===== src/rtl/seven_seg_scan_pkg.sv =====
// Shared constants for the multiplexed 4-digit hex display: blank patterns,
// digit count, the active-low segment table and the prescaler width helper.
package seven_seg_scan_pkg;

   localparam int NUM_DIGITS = 4;

   // All segments off (active-low) and all anodes off (active-low)
   localparam logic [6:0] SEG_BLANK = 7'h7F;
   localparam logic [3:0] AN_OFF    = 4'hF;

   // Active-low segment patterns, bit order {g,f,e,d,c,b,a}
   localparam logic [6:0] SEG_HEX_0 = 7'b1000000;
   localparam logic [6:0] SEG_HEX_1 = 7'b1111001;
   localparam logic [6:0] SEG_HEX_2 = 7'b0100100;
   localparam logic [6:0] SEG_HEX_3 = 7'b0110000;
   localparam logic [6:0] SEG_HEX_4 = 7'b0011001;
   localparam logic [6:0] SEG_HEX_5 = 7'b0010010;
   localparam logic [6:0] SEG_HEX_6 = 7'b0000010;
   localparam logic [6:0] SEG_HEX_7 = 7'b1111000;
   localparam logic [6:0] SEG_HEX_8 = 7'b0000000;
   localparam logic [6:0] SEG_HEX_9 = 7'b0010000;
   localparam logic [6:0] SEG_HEX_A = 7'b0001000;
   localparam logic [6:0] SEG_HEX_B = 7'b0000011;
   localparam logic [6:0] SEG_HEX_C = 7'b1000110;
   localparam logic [6:0] SEG_HEX_D = 7'b0100001;
   localparam logic [6:0] SEG_HEX_E = 7'b0000110;
   localparam logic [6:0] SEG_HEX_F = 7'b0001110;

   // Prescaler width: max(1, clog2(div)), so a divide-by-1 still has a bit
   function automatic int presc_width(input int div);
      return (div <= 2) ? 1 : $clog2(div);
   endfunction

endpackage


===== src/rtl/seven_seg_scan_hex_to_seg7.sv =====
// Combinational nibble to active-low 7-segment decoder.
module hex_to_seg7
   import seven_seg_scan_pkg::*;
(
   input  logic [3:0] nibble,
   output logic [6:0] seg_n
);

   // Map the nibble onto its hex glyph
   always_comb begin
      // NOTE: default assignment first so no path through the block leaves seg_n unassigned (no latch).
      seg_n = SEG_BLANK;
      unique case (nibble)
         4'h0: seg_n = SEG_HEX_0;
         4'h1: seg_n = SEG_HEX_1;
         4'h2: seg_n = SEG_HEX_2;
         4'h3: seg_n = SEG_HEX_3;
         4'h4: seg_n = SEG_HEX_4;
         4'h5: seg_n = SEG_HEX_5;
         4'h6: seg_n = SEG_HEX_6;
         4'h7: seg_n = SEG_HEX_7;
         4'h8: seg_n = SEG_HEX_8;
         4'h9: seg_n = SEG_HEX_9;
         4'hA: seg_n = SEG_HEX_A;
         4'hB: seg_n = SEG_HEX_B;
         4'hC: seg_n = SEG_HEX_C;
         4'hD: seg_n = SEG_HEX_D;
         4'hE: seg_n = SEG_HEX_E;
         4'hF: seg_n = SEG_HEX_F;
      endcase
   end

endmodule


===== src/rtl/seven_seg_scan.sv =====
// Time-multiplexed 4-digit hex display driver for a common-anode 7-segment
// module. The value is copied into a shadow register only at frame wrap, so a
// frame never mixes digits of two different values.
module seven_seg_scan
   import seven_seg_scan_pkg::*;
#(
   parameter int DATA_WIDTH  = 16,
   parameter int REFRESH_DIV = 50000
) (
   input  logic                  clk,
   input  logic                  reset,
   input  logic [DATA_WIDTH-1:0] value,
   input  logic                  enable,
   input  logic                  blank_leading,
   input  logic [3:0]            dp_mask,
   output logic [6:0]            seg,
   output logic                  dp,
   output logic [3:0]            an
);

   localparam int                 PRESC_W   = presc_width(REFRESH_DIV);
   localparam logic [PRESC_W-1:0] PRESC_MAX = PRESC_W'(REFRESH_DIV - 1);

   logic [PRESC_W-1:0]    presc_q, presc_d;
   logic [1:0]            digit_idx_q, digit_idx_d;
   logic [DATA_WIDTH-1:0] shadow_q, shadow_d;
   logic [6:0]            seg_q, seg_d;
   logic                  dp_q, dp_d;
   logic [3:0]            an_q, an_d;

   logic                  tick;
   logic [3:0]            nibble;
   logic [6:0]            seg_dec;
   logic [NUM_DIGITS-1:0] nib_zero;
   logic [NUM_DIGITS-1:0] blank;
   logic                  lit;

   // Single decoder, fed with the nibble of the digit currently being scanned
   assign nibble = shadow_q[{digit_idx_q, 2'b00} +: 4];

   hex_to_seg7 u_hex_to_seg7 (
      .nibble (nibble),
      .seg_n  (seg_dec)
   );

   // Prescaler, scan counter and frame-synchronous shadow capture
   always_comb begin
      tick        = (presc_q == PRESC_MAX);
      presc_d     = tick ? '0 : presc_q + 1'b1;
      digit_idx_d = tick ? digit_idx_q + 2'd1 : digit_idx_q;
      shadow_d    = (tick && (digit_idx_q == 2'd3)) ? value : shadow_q;
   end

   // Leading-zero blanking and output pattern selection
   always_comb begin
      for (int i = 0; i < NUM_DIGITS; i++) begin
         nib_zero[i] = (shadow_q[4*i +: 4] == 4'h0);
      end
      // Digit 0 always shows, so a zero value still displays "0"
      blank = {blank_leading & nib_zero[3],
               blank_leading & (&nib_zero[3:2]),
               blank_leading & (&nib_zero[3:1]),
               1'b0};
      lit   = enable && !blank[digit_idx_q];
      an_d  = lit ? ~(4'b0001 << digit_idx_q) : AN_OFF;
      seg_d = lit ? seg_dec : SEG_BLANK;
      dp_d  = lit ? ~dp_mask[digit_idx_q] : 1'b1;
   end

   // State and registered outputs; reset darkens the display immediately
   always_ff @(posedge clk or posedge reset) begin
      if (reset) begin
         presc_q     <= '0;
         digit_idx_q <= '0;
         shadow_q    <= '0;
         seg_q       <= SEG_BLANK;
         dp_q        <= 1'b1;
         an_q        <= AN_OFF;
      end else begin
         // NOTE: non-blocking assignments so every flop samples pre-edge values.
         presc_q     <= presc_d;
         digit_idx_q <= digit_idx_d;
         shadow_q    <= shadow_d;
         seg_q       <= seg_d;
         dp_q        <= dp_d;
         an_q        <= an_d;
      end
   end

   assign seg = seg_q;
   assign dp  = dp_q;
   assign an  = an_q;

endmodule


===== config.mk =====
export PLATFORM = sky130hd
export DESIGN_NAME = seven_seg_scan
export DESIGN_NICKNAME = d
export VERILOG_FILES = /design/src/rtl/seven_seg_scan_pkg.sv /design/src/rtl/seven_seg_scan_hex_to_seg7.sv /design/src/rtl/seven_seg_scan.sv
export SDC_FILE = /design/constraint.sdc
export NUM_CORES = 1
export LEC_CHECK = 0
export ABC_AREA = 1
export BUFFER_PORTS_ARGS = -buffer_cell sky130_fd_sc_hd__buf_2
export CORE_MARGIN = 2
export CORE_UTILIZATION = 50
export DETAILED_ROUTE_END_ITERATION = 7
export GPL_TIMING_DRIVEN = 0
export PLACE_DENSITY = 0.71
export SKIP_LAST_GASP = 1
export SLEW_MARGIN = 20
export SYNTH_ARGS = -nofsm -noshare
export SYNTH_HDL_FRONTEND = slang
export SYNTH_SLANG_ARGS = --single-unit

===== constraint.sdc =====
create_clock -name clk -period 3.56 [get_ports clk]
set_input_delay 1.068 -clock clk [delete_from_list [all_inputs] [get_ports clk]]
set_output_delay 1.068 -clock clk [all_outputs]
set_load 0.02 [all_outputs]

# After elaboration in Yosys (flattened, before gate mapping)
# Memory sizes are Yosys's and may differ from the RTL's.
# Index checks and enable logic that the tools add are counted.
[totals]
ff_bits = 46
memories = 1
mem_bits_ro = 112
word_cells = 35
output_inout_bits = 12
[classes]
eq_ne = 2
shift = 2
n_reduce_logical = 8
order_cmp = 1
addsub = 2
n_mux = 8
bitwise_logic = 5
[memory_table]
columns = ["memory", "words", "width", "read_ports", "rd_clocked_by_memory_dff", "write_ports", "line_no", "text"]
rows = [
  ["(no name shown)", 16, 7, 1, 0, 0, "seven_seg_scan_hex_to_seg7.sv:13", "unique case (nibble)"],
]
[ops]
columns = ["cell", "count"]
rows = [
  ["adder 16 x 1 -> 16 bit (second input constant)", 1],
  ["equality test 16 bit (second input constant)", 1],
  ["2-to-1 mux 16 bit", 1],
  ["variable part select 16 x 5 -> 4 bit", 1],
  ["logical NOT 4 bit", 3],
  ["2-to-1 mux 7 bit", 1],
  ["binary-select mux 1 bit (select 2 bit)", 2],
  ["2-to-1 mux 4 bit", 1],
  ["inverter 4 bit", 1],
  ["left shift 1 x 2 -> 4 bit (first input constant)", 1],
  ["AND 1 bit", 3],
  ["< comparator 2 x 3 -> 1 bit (second input constant)", 1],
  ["2-to-1 mux 1 bit", 3],
  ["AND reduction 3 bit", 1],
  ["adder 2 x 1 -> 2 bit (second input constant)", 1],
  ["equality test 2 bit (second input constant)", 1],
  ["logical AND 1 bit", 2],
  ["AND reduction 2 bit", 1],
  ["logical NOT 1 bit", 1],
  ["inverter 1 bit", 1],
]

# Longest topological paths before layout
# Gate-level depths: netlist of run 1.
[depth]
word_depth = 8
mapped_depth = 11
depth_no_buf = 10

# By module
# From an unflattened synthesis of run 1, not the netlist that was laid out.
[hier_totals]
cells_unflattened = 317
hier_area_um2 = 2605.0
[by_module_without_submodules]
columns = ["module", "instances", "seq_area_each_um2", "cells_per_inst", "area_each_um2"]
rows = [
  ["seven_seg_scan", 1, 1166.1, 268, 2331.0],
  ["hex_to_seg7", 1, 0.0, 49, 274.0],
]

# Least setup slack after synthesis of run 1
# No wires, ideal clock.
[synth_path]
path_kind = "input to register"
from = "input blank_leading"
to = "register seg_q[2], in the netlist seg[2]"
t_required_ps = 3474
slack_ps = 1859
path_stages = 7
setup_time_ps = 86
arrival_time_ps = 1615
path_cell_list = "nand2_1 > nor2_1 > nand2_1 > nor2_1 > nor2_1 > buf_2 > nand3_1"
[synth_via]
elab_chain_len = 6
elab_cells_between_ends = 8
[synth_rtl]
columns = ["element", "line_no", "text"]
rows = [
  ["start: declaration", "seven_seg_scan.sv:14", "input logic blank_leading,"],
  ["AND 1 bit (on tied branches)", "seven_seg_scan.sv:62, seven_seg_scan.sv:60, seven_seg_scan.sv:61", ""],
  ["binary-select mux 1 bit (select 2 bit) (*)", "seven_seg_scan.sv:64", "lit = enable && !blank[digit_idx_q];"],
  ["2-to-1 mux 1 bit (implied by the code) (*)", "seven_seg_scan.sv:64", ""],
  ["logical NOT 1 bit (*)", "seven_seg_scan.sv:64", ""],
  ["logical AND 1 bit (*)", "seven_seg_scan.sv:64", ""],
  ["2-to-1 mux 7 bit (*)", "seven_seg_scan.sv:66", "seg_d = lit ? seg_dec : SEG_BLANK;"],
  ["named net seg_d[2]", "seven_seg_scan.sv:27", "logic [6:0] seg_q, seg_d;"],
  ["end signal: assignment", "seven_seg_scan.sv:84", "seg_q <= seg_d;"],
  ["end: declaration", "seven_seg_scan.sv:27", ""],
]
# The timed path passes the listed nets; every way through them passes the cells marked *. The select of a mux whose other input is x is not followed.
# A chain may end at the register's enable or synchronous reset.

# Worst setup path after layout of run 1
[layout_path]
from = "register an_q[2], in the netlist an[2]"
to = "output an[2]"
[layout_lines]
columns = ["element", "line_no", "text"]
rows = [
  ["start: declaration", "seven_seg_scan.sv:29", "logic [3:0] an_q, an_d;"],
  ["start signal: assignment", "seven_seg_scan.sv:86", "an_q <= an_d;"],
  ["end: declaration", "seven_seg_scan.sv:18", "output logic [3:0] an"],
]
# No word-level cell between the ends.

==> metrics.md, run 1 <==
| Metric | Value |
|---|---|
| Run status | `finished, final reports clean` |
| Min cycle time layout | `2030 ps` |
| RSZ-0062 raised after global routing | `false` |
| Antenna violations before repair | `0` |
| Layout net count | `392` |
| Kind of capture point of the worst setup path | `output pin` |
| Die outline area | `5690 um^2` |
| Basic-gate share of the synthesized area counting and, or, nand and nor cells | `0.360` |
| Flop-to-flop setup slack | `1700 ps` |
| Half-perimeter wire length after detailed placement | `3.68 mm` |
| Sequential area share after synthesis | `0.457` |
| TritonCTS Buffers | `5` |
| Share of post-route cells with drive strength above 1 | `0.249` |
| Synth unique cells | `27` |
| Via density | `4.82` |
| Synth Area in Compound Gates | `0.0240` |
| Number of detailed-route iterations in the first pass | `4` |
| Clock skew | `9.15 ps` |
| Max rail drop VDD | `0.201 mV` |
| Reported max-cap violation count | `0` |
| Wire length per cell after detailed routing | `11.6 um` |
| Number of buffer and inverter instances along the worst setup path | `1` |
| Switching power share of the total | `0.207` |
| Site Rows | `25` |
| Rel. slew slack | `0.783` |
| P_int | `0.753 mW` |
| Area of all placed cells without fillers | `2940 um^2` |
| Arithmetic-cell share of the synthesized area counting full adders, half adders and majority gates | `0.0539` |
| Post-Synthesis Mean Instance Area | `8.12 um^2` |
| Mapped Cells | `314` |
| Final hold vios | `0` |
| Initial Utilization | `0.530` |
| Relative contribution of the clock network to total power | `0.402` |
| First-pass GRT wire length | `8.51 mm` |
| Static power due to leakage | `1.46 nW` |
| Die width | `75.4 um` |
| Areal power density over the cells | `323 nW/um^2` |
| Root Buffer | `clkbuf_8` |
| Final cycle utilization of the critical path | `0.569` |
| Synthesized net count | `349` |
| Max H-tree Level | `2` |
| Via count of the first global-routing pass | `1918` |
| # Post-CTS Setup Buffers | `0` |
| Launch point of the critical path | `an[2]` |
| Portion of netlist area occupied by mux cells | `0` |
| DRC violation total after the first TritonRoute iteration | `156` |
| WS Path Type | `flip-flop to output pin` |
| Final Routed Wirelength | `4.92 mm` |
| Maximum operating frequency | `494 MHz` |
| Net load switching power | `0.196 mW` |
| Clock-pin slew on the worst setup and hold paths | `80 ps` |
| Fraction of synthesized cell area in xor and xnor cells | `0.0309` |
| Final Max Tran Viols | `0` |
| Crit path max-delay family | `flip-flops` |
| Setup ws final | `1530 ps` |
| Total of cells resized after clock tree synthesis | `0` |
| Synth warn | `0` |
| Total of flip-flops plus latches after synthesis | `46` |
| Relative contribution of combinational cells to total power | `0.041` |
| Post-cts hold buffer count | `0` |
| Weighted congestion reported at the end of routability-driven placement | `0.913` |
| CTS tree | `yes` |
| Number of endpoints failing setup at the final stage | `0` |
| Class of the worst hold path | `flip-flop to flip-flop` |
| Critical-path cell with the highest stage delay | `dfstp_2` |
| Post-placement cell area | `2830 um^2` |
| Bufs on Longest Clock Path | `2` |
| Vertical extent of the die | `75.4 um` |
| Total grt overflow | `0` |
| Arrival time at the worst endpoint | `960 ps` |
| Largest net degree at the start of global routing | `33` |
| DRC violations left | `0` |
| Dominant combinational cell family by area after synthesis | `simple AND/OR/NAND/NOR gates` |
| Pre-CTS setup slack | `1630 ps` |
| Crit start category | `flip-flop` |
| Core area | `4820 um^2` |
| Startpoint of the lowest-slack register-to-register path | `digit_idx_q[0]` |
| Number of filler instances in the final layout | `469` |
| Global-route usage over all layers | `0.199` |
| Min-delay src | `presc_q[0]` |
| DR vias | `2048` |
| Largest fanout of any net on the critical path | `1` |
| Sum of negative setup slack | `0 ps` |
| Largest stage delay, worst path | `520 ps` |
| Fraction of power consumed by sequential logic | `0.557` |
| Diode count | `0` |
| Final core utilization | `0.610` |
| Number of top-level pins | `36` |
| Cell-by-cell trace of the critical path | `buf_2` |
| Synthesis-to-layout area growth | `15.3%` |
| Number of clock sinks | `46` |
| Combined area of all synthesized cells | `2550 um^2` |
| Latest clock arrival within the worst-skew pair | `300 ps` |
| Final ANT Viol Nets | `0` |
| Port Buffer Count | `35` |
| Worst-margin pin slew | `324 ps` |
| Required arrival time at the worst endpoint | `2490 ps` |
-- per-layer routing --
metal | wire length (um) | share of wire | track usage | vias to the layer above
li1 | - | - | - | 1069
met1 | 2450 | 0.50 | 0.276 | 910
met2 | 2120 | 0.43 | 0.311 | 61
met3 | 264 | 0.054 | 0.0463 | 8
met4 | 86 | 0.017 | 0.0663 | 0
met5 | 0 | 0 | 0 | -
-- cells in the final DEF (no fill, tap or decap), types with 2 or more instances in the layout --
master / instances
buf_2: 40
buf_4: 2
buf_12: 2
nand2_2: 3
inv_2: 8
a21oi_1: 4
nand3_1: 46
nor2_1: 28
ha_1: 11
clkbuf_8: 5
nor3_1: 2
nor2_4: 2
inv_1: 20
o21ai_0: 4
nand3_2: 8
o21ai_1: 3
dfrtp_1: 34
nand2_1: 104
dfstp_2: 12
xor2_1: 9
-- registers in the layout, indices dropped and copies added, names as in the netlist --
name / flops
presc_q: 16
shadow_q: 16
seg: 7
an: 4
digit_idx_q: 2
dp: 1
-- synthesized netlist by cell type (all sizes together) --
cell   count  area share
nor3       2      0.0039
nand4      1      0.0025
xor2       9       0.031
dfrtp     34        0.33
or2        1      0.0025
nor2      31       0.058
nand2    108        0.16
buf        9       0.029
dfstp     12        0.12
o22ai      1      0.0025
inv       29       0.045
a21oi      4      0.0078
ha        11       0.054
nand3     55        0.13
o21ai      7       0.014
-- stage by stage --
step | hold WS [ps] | instances | power (mW)
floorplan | 429 | 314 | 0.556
global placement | 448 | 416 | 0.575
detailed placement | 455 | 417 | 0.579
CTS | 468 | 425 | 0.961
global route | 474 | 425 | 0.988
finish | 463 | 425 | 0.949
-- layout make-up --
type / count / area (um^2) / area share
sequential: 46 / 1170 / 0.397
tap: 67 / 83.8 / 0.0285
clock inverter: 2 / 37.5 / 0.0128
clock buffer: 6 / 72.6 / 0.0247
inverter: 29 / 114 / 0.0387
multi-input combinational: 230 / 1200 / 0.407
timing repair buffer: 36 / 195 / 0.0664
buffer: 9 / 75.1 / 0.0255
-- cells by family after synthesis --
family,count (synthesis)
XOR/XNOR,9
adder cells (fa/ha/maj),11
flip-flops,46
AND/OR/NAND/NOR,198
AO/OA/AOI/OAI,12
buffers and inverters,38
-- worst paths after layout --
path	endpoint	cells past startpoint
max in group asynchronous	an[0]	3
worst min-delay path	presc_q[0]	1
worst min register to register	presc_q[0]	1
worst max register to register	seg[5]	11
min in group asynchronous	shadow_q[1]	2
worst max-delay path	an[2]	1
-- power groups by stage --
| stage | Sequential (mW) | Clock (mW) | Combinational, mW |
|---|---|---|---|
| after global placement | 0.539 | 0 | 0.0365 |
| after floorplan | 0.544 | 0 | 0.0117 |
| final | 0.529 | 0.381 | 0.0390 |
| after detailed placement | 0.539 | 0 | 0.0397 |
| after CTS | 0.529 | 0.392 | 0.0399 |
| after global routing | 0.530 | 0.415 | 0.0439 |
No activity file was read; power rests on OpenSTA's default activity.
==> run 2, diff against run 1 <==
--- a/config.mk
+++ b/config.mk
@@ -5,7 +5,7 @@
 export SDC_FILE = /design/constraint.sdc
 export NUM_CORES = 1
 export LEC_CHECK = 0
-export ABC_AREA = 1
+export ABC_AREA = 0
 export BUFFER_PORTS_ARGS = -buffer_cell sky130_fd_sc_hd__buf_2
 export CORE_MARGIN = 2
 export CORE_UTILIZATION = 50
==> constraint.sdc (replaced) <==
create_clock -name clk -period 2.1 [get_ports clk]
set_input_delay 0.63 -clock clk [delete_from_list [all_inputs] [get_ports clk]]
set_output_delay 0.63 -clock clk [all_outputs]
set_load 0.02 [all_outputs]
==> run 2 against run 1 <==
  * Wire length down 9.4%
  * Critical path type is now flip-flop to flip-flop
  * Non-clock buffer count is 5 higher
  * Via count decreased by 19%
  * Critical endpoint is now seg[0]
  * Combinational power increased to 4.7 times the previous value
  * Flip-flop and latch count unchanged
  * Synthesized cell count fell by 36%
  * Cell count is 28% lower
  * First-iteration DRC count down 59%
  * Critical path depth up 5
  * Clock skew increased by 1.4 ps
  * Design area decreased by 2.8%
  * Count of clock-buffer cells in the layout is 1 higher
==> metrics.md, run 2 <==
| Metric | Value |
|---|---|
| Final Max Tran Viols | `0` |
| Weighted congestion reported at the end of routability-driven placement | `0.826` |
| Area leader, netlist | `dfrtp_1` |
| Clock skew | `10.5 ps` |
| Number of filler instances in the final layout | `393` |
| Wire length per cell after detailed routing | `14.7 um` |
| Half-perimeter wire length after detailed placement | `3.20 mm` |
| Antenna violations before repair | `0` |
| Crit start category | `flip-flop` |
| Rel. slew slack | `0.488` |
| Via density | `5.48` |
| Top cell type's share of synthesized area | `0.351` |
| Largest stage delay, worst path | `590 ps` |
| Bufs on Longest Clock Path | `2` |
| Min cycle time layout | `2070 ps` |
| Latest clock arrival within the worst-skew pair | `300 ps` |
| Maximum operating frequency | `484 MHz` |
| Critical-path cell with the highest stage delay | `mux4_2` |
| DRC violation total after the first TritonRoute iteration | `64` |
| Post-Synthesis Mean Instance Area | `12.1 um^2` |
| Required arrival time at the worst endpoint | `2300 ps` |
| Via count of the first global-routing pass | `1574` |
| Combined area of all synthesized cells | `2420 um^2` |
| Leading cell types by total area after synthesis | `dfrtp_1, dfstp_2, mux2_2` |
| DRC violations left | `0` |
| Site Rows | `25` |
| Static power due to leakage | `1.25 nW` |
| TritonCTS Buffers | `5` |
| Synth warn | `0` |
| Largest fanout of any net on the critical path | `7` |
| Areal power density over the cells | `594 nW/um^2` |
| Clock-pin slew on the worst setup and hold paths | `90 ps` |
| Diode count | `0` |
| Final Routed Wirelength | `4.46 mm` |
| Final hold vios | `0` |
| Total of flip-flops plus latches after synthesis | `46` |
| Sequential cell area | `1170 um^2` |
| Synthesis-to-layout area growth | `17.9%` |
| Layout net count | `284` |
| Class of the worst hold path | `primary input to asynchronous set/reset pin` |
| Synth cell count leaders | `dfrtp_1, mux2_2, nand3_1, dfstp_2, ha_1` |
| Area used by multi-input combinational logic | `1190 um^2` |
| Synthesized net count | `235` |
| Sum of negative setup slack | `0 ps` |
| Arrival time at the worst endpoint | `2260 ps` |
| Total grt overflow | `0` |
| Worst-margin pin slew | `761 ps` |
| Mapped Cells | `200` |
| RSZ-0062 raised after global routing | `true` |
| Area of all placed cells without fillers | `2860 um^2` |
| Startpoint of the lowest-slack register-to-register path | `digit_idx_q[0]` |
| Initial Utilization | `0.517` |
| Number of buffer and inverter instances along the worst setup path | `1` |
| Port Buffer Count | `35` |
| Final cycle utilization of the critical path | `0.984` |
| WS Path Type | `flip-flop to flip-flop` |
| Most common library cell in the layout ignoring fill and taps | `buf_2` |
| Number of endpoints failing setup at the final stage | `0` |
| Overall power | `1.70 mW` |
| Launch point of the critical path | `digit_idx_q[0]` |
| Global-route usage over all layers | `0.183` |
| Post-synth EDFFs | `0` |
| Die outline area | `5420 um^2` |
| Main synth FF type | `dfrtp_1` |
| Top library cells by usage in the layout, fill and taps aside | `buf_2, dfrtp_1, mux2_2` |
| Number of top-level pins | `36` |
| Die width | `73.6 um` |
| Post-cts hold buffer count | `0` |
| Run status | `finished, final reports clean` |
| Final core utilization | `0.609` |
| Final ANT Viol Nets | `0` |
| Asr flop ratio synth | `1.00` |
| Reported max-cap violation count | `0` |
| Vertical extent of the die | `73.6 um` |
| Max H-tree Level | `2` |
| Kind of capture point of the worst setup path | `flip-flop` |
| Cell-by-cell trace of the critical path | `buf_6 > mux4_2 > ha_4 > mux2_2 > o31ai_2 > nand4_1` |
| Most common cell in the netlist | `dfrtp_1` |
| CTS tree | `yes` |
| Core area | `4690 um^2` |
| Post-placement cell area | `2690 um^2` |
| DR vias | `1667` |
| Max rail drop VDD | `0.301 mV` |
| Number of detailed-route iterations in the first pass | `4` |
| Sequential area share after synthesis | `0.481` |
| Synth unique cells | `43` |
| First-pass GRT wire length | `7.49 mm` |
| Crit path max-delay family | `multiplexers` |
| Share of post-route cells with drive strength above 1 | `0.420` |
| Largest net degree at the start of global routing | `34` |
| Root Buffer | `clkbuf_8` |
| Number of clock sinks | `46` |
## run 2: cell types whose count changed after synthesis, moves of 4 or more
cell | before | now
nand3_2 | 8 | 0
nor2_1 | 28 | 9
xnor2_1 | 0 | 8
inv_1 | 21 | 8
xor2_1 | 9 | 4
nand2_1 | 104 | 9
mux2_2 | 0 | 17
inv_2 | 7 | 0
nand3_1 | 46 | 15
mux2i_1 | 0 | 9
mux2_4 | 0 | 4
## run 2: layer usage
metal / GRT usage / wire, um / up-vias
met3: 0.0439 / 190 / 9
met1: 0.250 / 2170 / 796
li1: - / - / 822
met4: 0.0808 / 95 / 0
met5: 0 / 0 / -
met2: 0.276 / 2000 / 40
## run 2: area by class of cell
type | count | area share
multi-input combinational | 138 | 0.418
sequential | 46 | 0.408
timing repair buffer | 44 | 0.0893
clock buffer | 7 | 0.0302
tap | 54 | 0.0236
buffer | 6 | 0.0162
inverter | 8 | 0.0114
clock inverter | 1 | 0.00306
## run 2: metrics by stage
stage,hold slack (ps),setup slack [ps],std cells
5_1_grt,273,-66.0,304
3_3_place_gp,463,-265,289
3_5_place_dp,474,-262,290
4_1_cts,258,3.24,299
2_1_floorplan,438,10.3,200
6_report,258,33.5,304
## run 2: what timing repair did
action	4_1_cts	5_1_grt
gates resized for setup	7	2
setup endpoints to repair	6	13
setup buffers	2	6
endpoints found under the hold margin	0	0
pin swaps	1	2
## run 2: final timing paths
| kind | endpoint | slack (ps) | cells past startpoint |
|---|---|---|---|
| max | seg[0] | 30 | 6 |
| min | presc_q[15] | 260 | 2 |
| max reg2reg | seg[0] | 30 | 6 |
| min reg2reg | presc_q[15] | 490 | 1 |
| max in group asynchronous | digit_idx_q[1] | 1370 | 3 |
| min in group clk | presc_q[15] | 490 | 1 |
## run 2: kinds of logic after synthesis
group / count (synthesis) / share of synthesized area
buffers and inverters: 16 / 0.0351
AO/OA/AOI/OAI: 21 / 0.0578
XOR/XNOR: 12 / 0.0434
flip-flops: 46 / 0.481
AND/OR/NAND/NOR: 59 / 0.134
multiplexers: 35 / 0.192
adder cells (fa/ha/maj): 11 / 0.0568
## run 2: report_power, final
part | switching (mW) | leakage [nW] | total [mW] | internal, mW
clock | 0.299 | 0.0489 | 0.572 | 0.272
sequential | 0.0195 | 0.548 | 0.942 | 0.923
combinational | 0.0938 | 0.657 | 0.185 | 0.0913
==> run 3, diff against run 2 <==
--- a/config.mk
+++ b/config.mk
@@ -8,10 +8,9 @@
 export ABC_AREA = 0
 export BUFFER_PORTS_ARGS = -buffer_cell sky130_fd_sc_hd__buf_2
 export CORE_MARGIN = 2
-export CORE_UTILIZATION = 50
+export CORE_UTILIZATION = 40
 export DETAILED_ROUTE_END_ITERATION = 7
 export GPL_TIMING_DRIVEN = 0
-export PLACE_DENSITY = 0.71
 export SKIP_LAST_GASP = 1
 export SLEW_MARGIN = 20
 export SYNTH_ARGS = -nofsm -noshare
==> run 3 against run 2 <==
  * The flow now finishes with violations (negative setup slack)
  * Cell count increased by 8.2%
  * Critical path type unchanged
  * Register-to-register slack got worse by 60 ps
  * Count of clock-buffer cells in the layout decreased by 1
  * Maximum frequency decreased by 2.6%
  * Sequential share of layout area decreased by 0.72 points
==> metrics.md, run 3 (synthesis results as in run 2) <==
| Metric | Value |
|---|---|
| Die outline area | `6700 um^2` |
| Share of post-route cells with drive strength above 1 | `0.429` |
| Site Rows | `28` |
| Max rail drop VDD | `0.240 mV` |
| Total placed cells including tap cells | `311` |
| Initial Utilization | `0.412` |
| Cell-by-cell trace of the critical path | `buf_6 > mux4_2 > inv_4 > ha_4 > mux2i_1 > a221oi_2 > o31ai_2 > nand4_1` |
| Reported max-cap violation count | `0` |
| Die width | `81.8 um` |
| Number of filler instances in the final layout | `552` |
| Final cycle utilization of the critical path | `1.01` |
| Violated checks | `negative setup slack` |
| Bufs on Longest Clock Path | `2` |
| Via count of the first global-routing pass | `1678` |
| Layout net count | `288` |
| Final hold vios | `0` |
| Crit path max-delay family | `multiplexers` |
| Antenna violations before repair | `0` |
| Root Buffer | `clkbuf_8` |
| RSZ-0062 raised after global routing | `true` |
| Fraction of power consumed by sequential logic | `0.563` |
| Relative contribution of combinational cells to total power | `0.113` |
| Total grt overflow | `0` |
| Final ANT Viol Nets | `0` |
| Number of endpoints failing setup at the final stage | `1` |
| Via density | `5.21` |
| Most common library cell in the layout ignoring fill and taps | `buf_2` |
| Critical-path cell with the highest stage delay | `mux4_2` |
| Vertical extent of the die | `81.8 um` |
| Final Routed Wirelength | `4.74 mm` |
| Post-cts hold buffer count | `0` |
| Rel. slew slack | `0.489` |
| Min cycle time layout | `2120 ps` |
| Core area | `5890 um^2` |
| Max H-tree Level | `2` |
| Crit start category | `flip-flop` |
| Clock-pin slew on the worst setup and hold paths | `90 ps` |
| Diode count | `0` |
| Worst-margin pin slew | `760 ps` |
| Latest clock arrival within the worst-skew pair | `300 ps` |
| DR vias | `1713` |
| Clock skew | `9.77 ps` |
| TritonCTS Buffers | `5` |
| Post-placement cell area | `2720 um^2` |
| CTS tree | `yes` |
| P_int | `1.25 mW` |
| Area of all placed cells without fillers | `2910 um^2` |
| Startpoint of the lowest-slack register-to-register path | `digit_idx_q[0]` |
| Half-perimeter wire length after detailed placement | `3.35 mm` |
| Synthesis-to-layout area growth | `20.0%` |
| First-pass GRT wire length | `8.07 mm` |
| Required arrival time at the worst endpoint | `2330 ps` |
| Relative contribution of the clock network to total power | `0.324` |
| Pre-CTS setup slack | `-260 ps` |
| Kind of capture point of the worst setup path | `flip-flop` |
| Static power due to leakage | `1.27 nW` |
| Area used by multi-input combinational logic | `1190 um^2` |
| Setup ws final | `-21.8 ps` |
| Arrival time at the worst endpoint | `2350 ps` |
| Number of detailed-route iterations in the first pass | `4` |
| Cell Count, Final, Fillers Out | `329` |
| Final Max Tran Viols | `0` |
| Weighted congestion reported at the end of routability-driven placement | `0.785` |
| DRC violation total after the first TritonRoute iteration | `76` |
| Net load switching power | `0.423 mW` |
| WS Path Type | `flip-flop to flip-flop` |
| Switching power share of the total | `0.252` |
| Number of top-level pins | `36` |
| Maximum operating frequency | `471 MHz` |
| Largest stage delay, worst path | `590 ps` |
| Number of buffer and inverter instances along the worst setup path | `2` |
| Port Buffer Count | `35` |
| Class of the worst hold path | `primary input to asynchronous set/reset pin` |
| Largest net degree at the start of global routing | `27` |
| Wire length per cell after detailed routing | `14.4 um` |
| DRC violations left | `0` |
| Top library cells by usage in the layout, fill and taps aside | `buf_2, dfrtp_1, mux2_2` |
| Largest fanout of any net on the critical path | `8` |
| Global-route usage over all layers | `0.157` |
| Run status | `complete, but fails checks` |
| Sequential cell area | `1170 um^2` |
| Number of clock sinks | `46` |
| Launch point of the critical path | `digit_idx_q[0]` |
| Areal power density over the cells | `576 nW/um^2` |
| Final Hold Slack | `312 ps` |
==> run 3: cell count changes in the layout (fill, tap and decap cells not counted), sizes merged <==
cell    change
clkinv      +2
buf         +4
inv         -1
clkbuf      -1
==> run 3: layer usage <==
metal,up-vias,routed length (um),GRT usage
li1,830,-,-
met1,839,2300,0.228
met2,38,2140,0.234
met3,6,232,0.0374
met4,0,66,0.0450
met5,-,0,0
==> run 3: power by group through the flow <==
stage	Combinational [mW]	Sequential, mW	Clock [mW]
2_1_floorplan	0.101	0.971	0
3_3_place_gp	0.170	0.958	0
3_5_place_dp	0.176	0.958	0
4_1_cts	0.185	0.942	0.552
5_1_grt	0.210	0.946	0.597
6_report	0.190	0.943	0.543
==> run 3: area by class of cell <==
type,instances,area share
tap,75,0.0323
clock buffer,6,0.0249
clock inverter,2,0.00473
timing repair buffer,48,0.0994
multi-input combinational,138,0.410
inverter,8,0.0112
sequential,46,0.401
buffer,6,0.0159
==> run 3: through the flow <==
step / power (mW) / TNS [ps] / utilization
6_report: 1.68 / -21.8 / 0.494
5_1_grt: 1.75 / -153 / 0.494
3_3_place_gp: 1.13 / -7080 / 0.458
2_1_floorplan: 1.07 / 0 / -
3_5_place_dp: 1.13 / -608 / 0.461
4_1_cts: 1.68 / 0 / 0.483
==> run 3: timing repair <==
item,in CTS,in global routing
resized for setup,5,5
endpoints found under the setup margin,7,15
buffers inserted,5,7
cloned,0,0
pin swaps,0,3
==> run 3: worst paths after layout <==
path	endpoint	slack [ps]	cells after the start
setup / recovery	seg[0]	-20	8
hold / removal	presc_q[12]	310	2
setup reg to reg	seg[0]	-20	8
hold reg to reg	presc_q[15]	480	1
max in group asynchronous	digit_idx_q[1]	1300	3
min in group clk	presc_q[15]	480	1
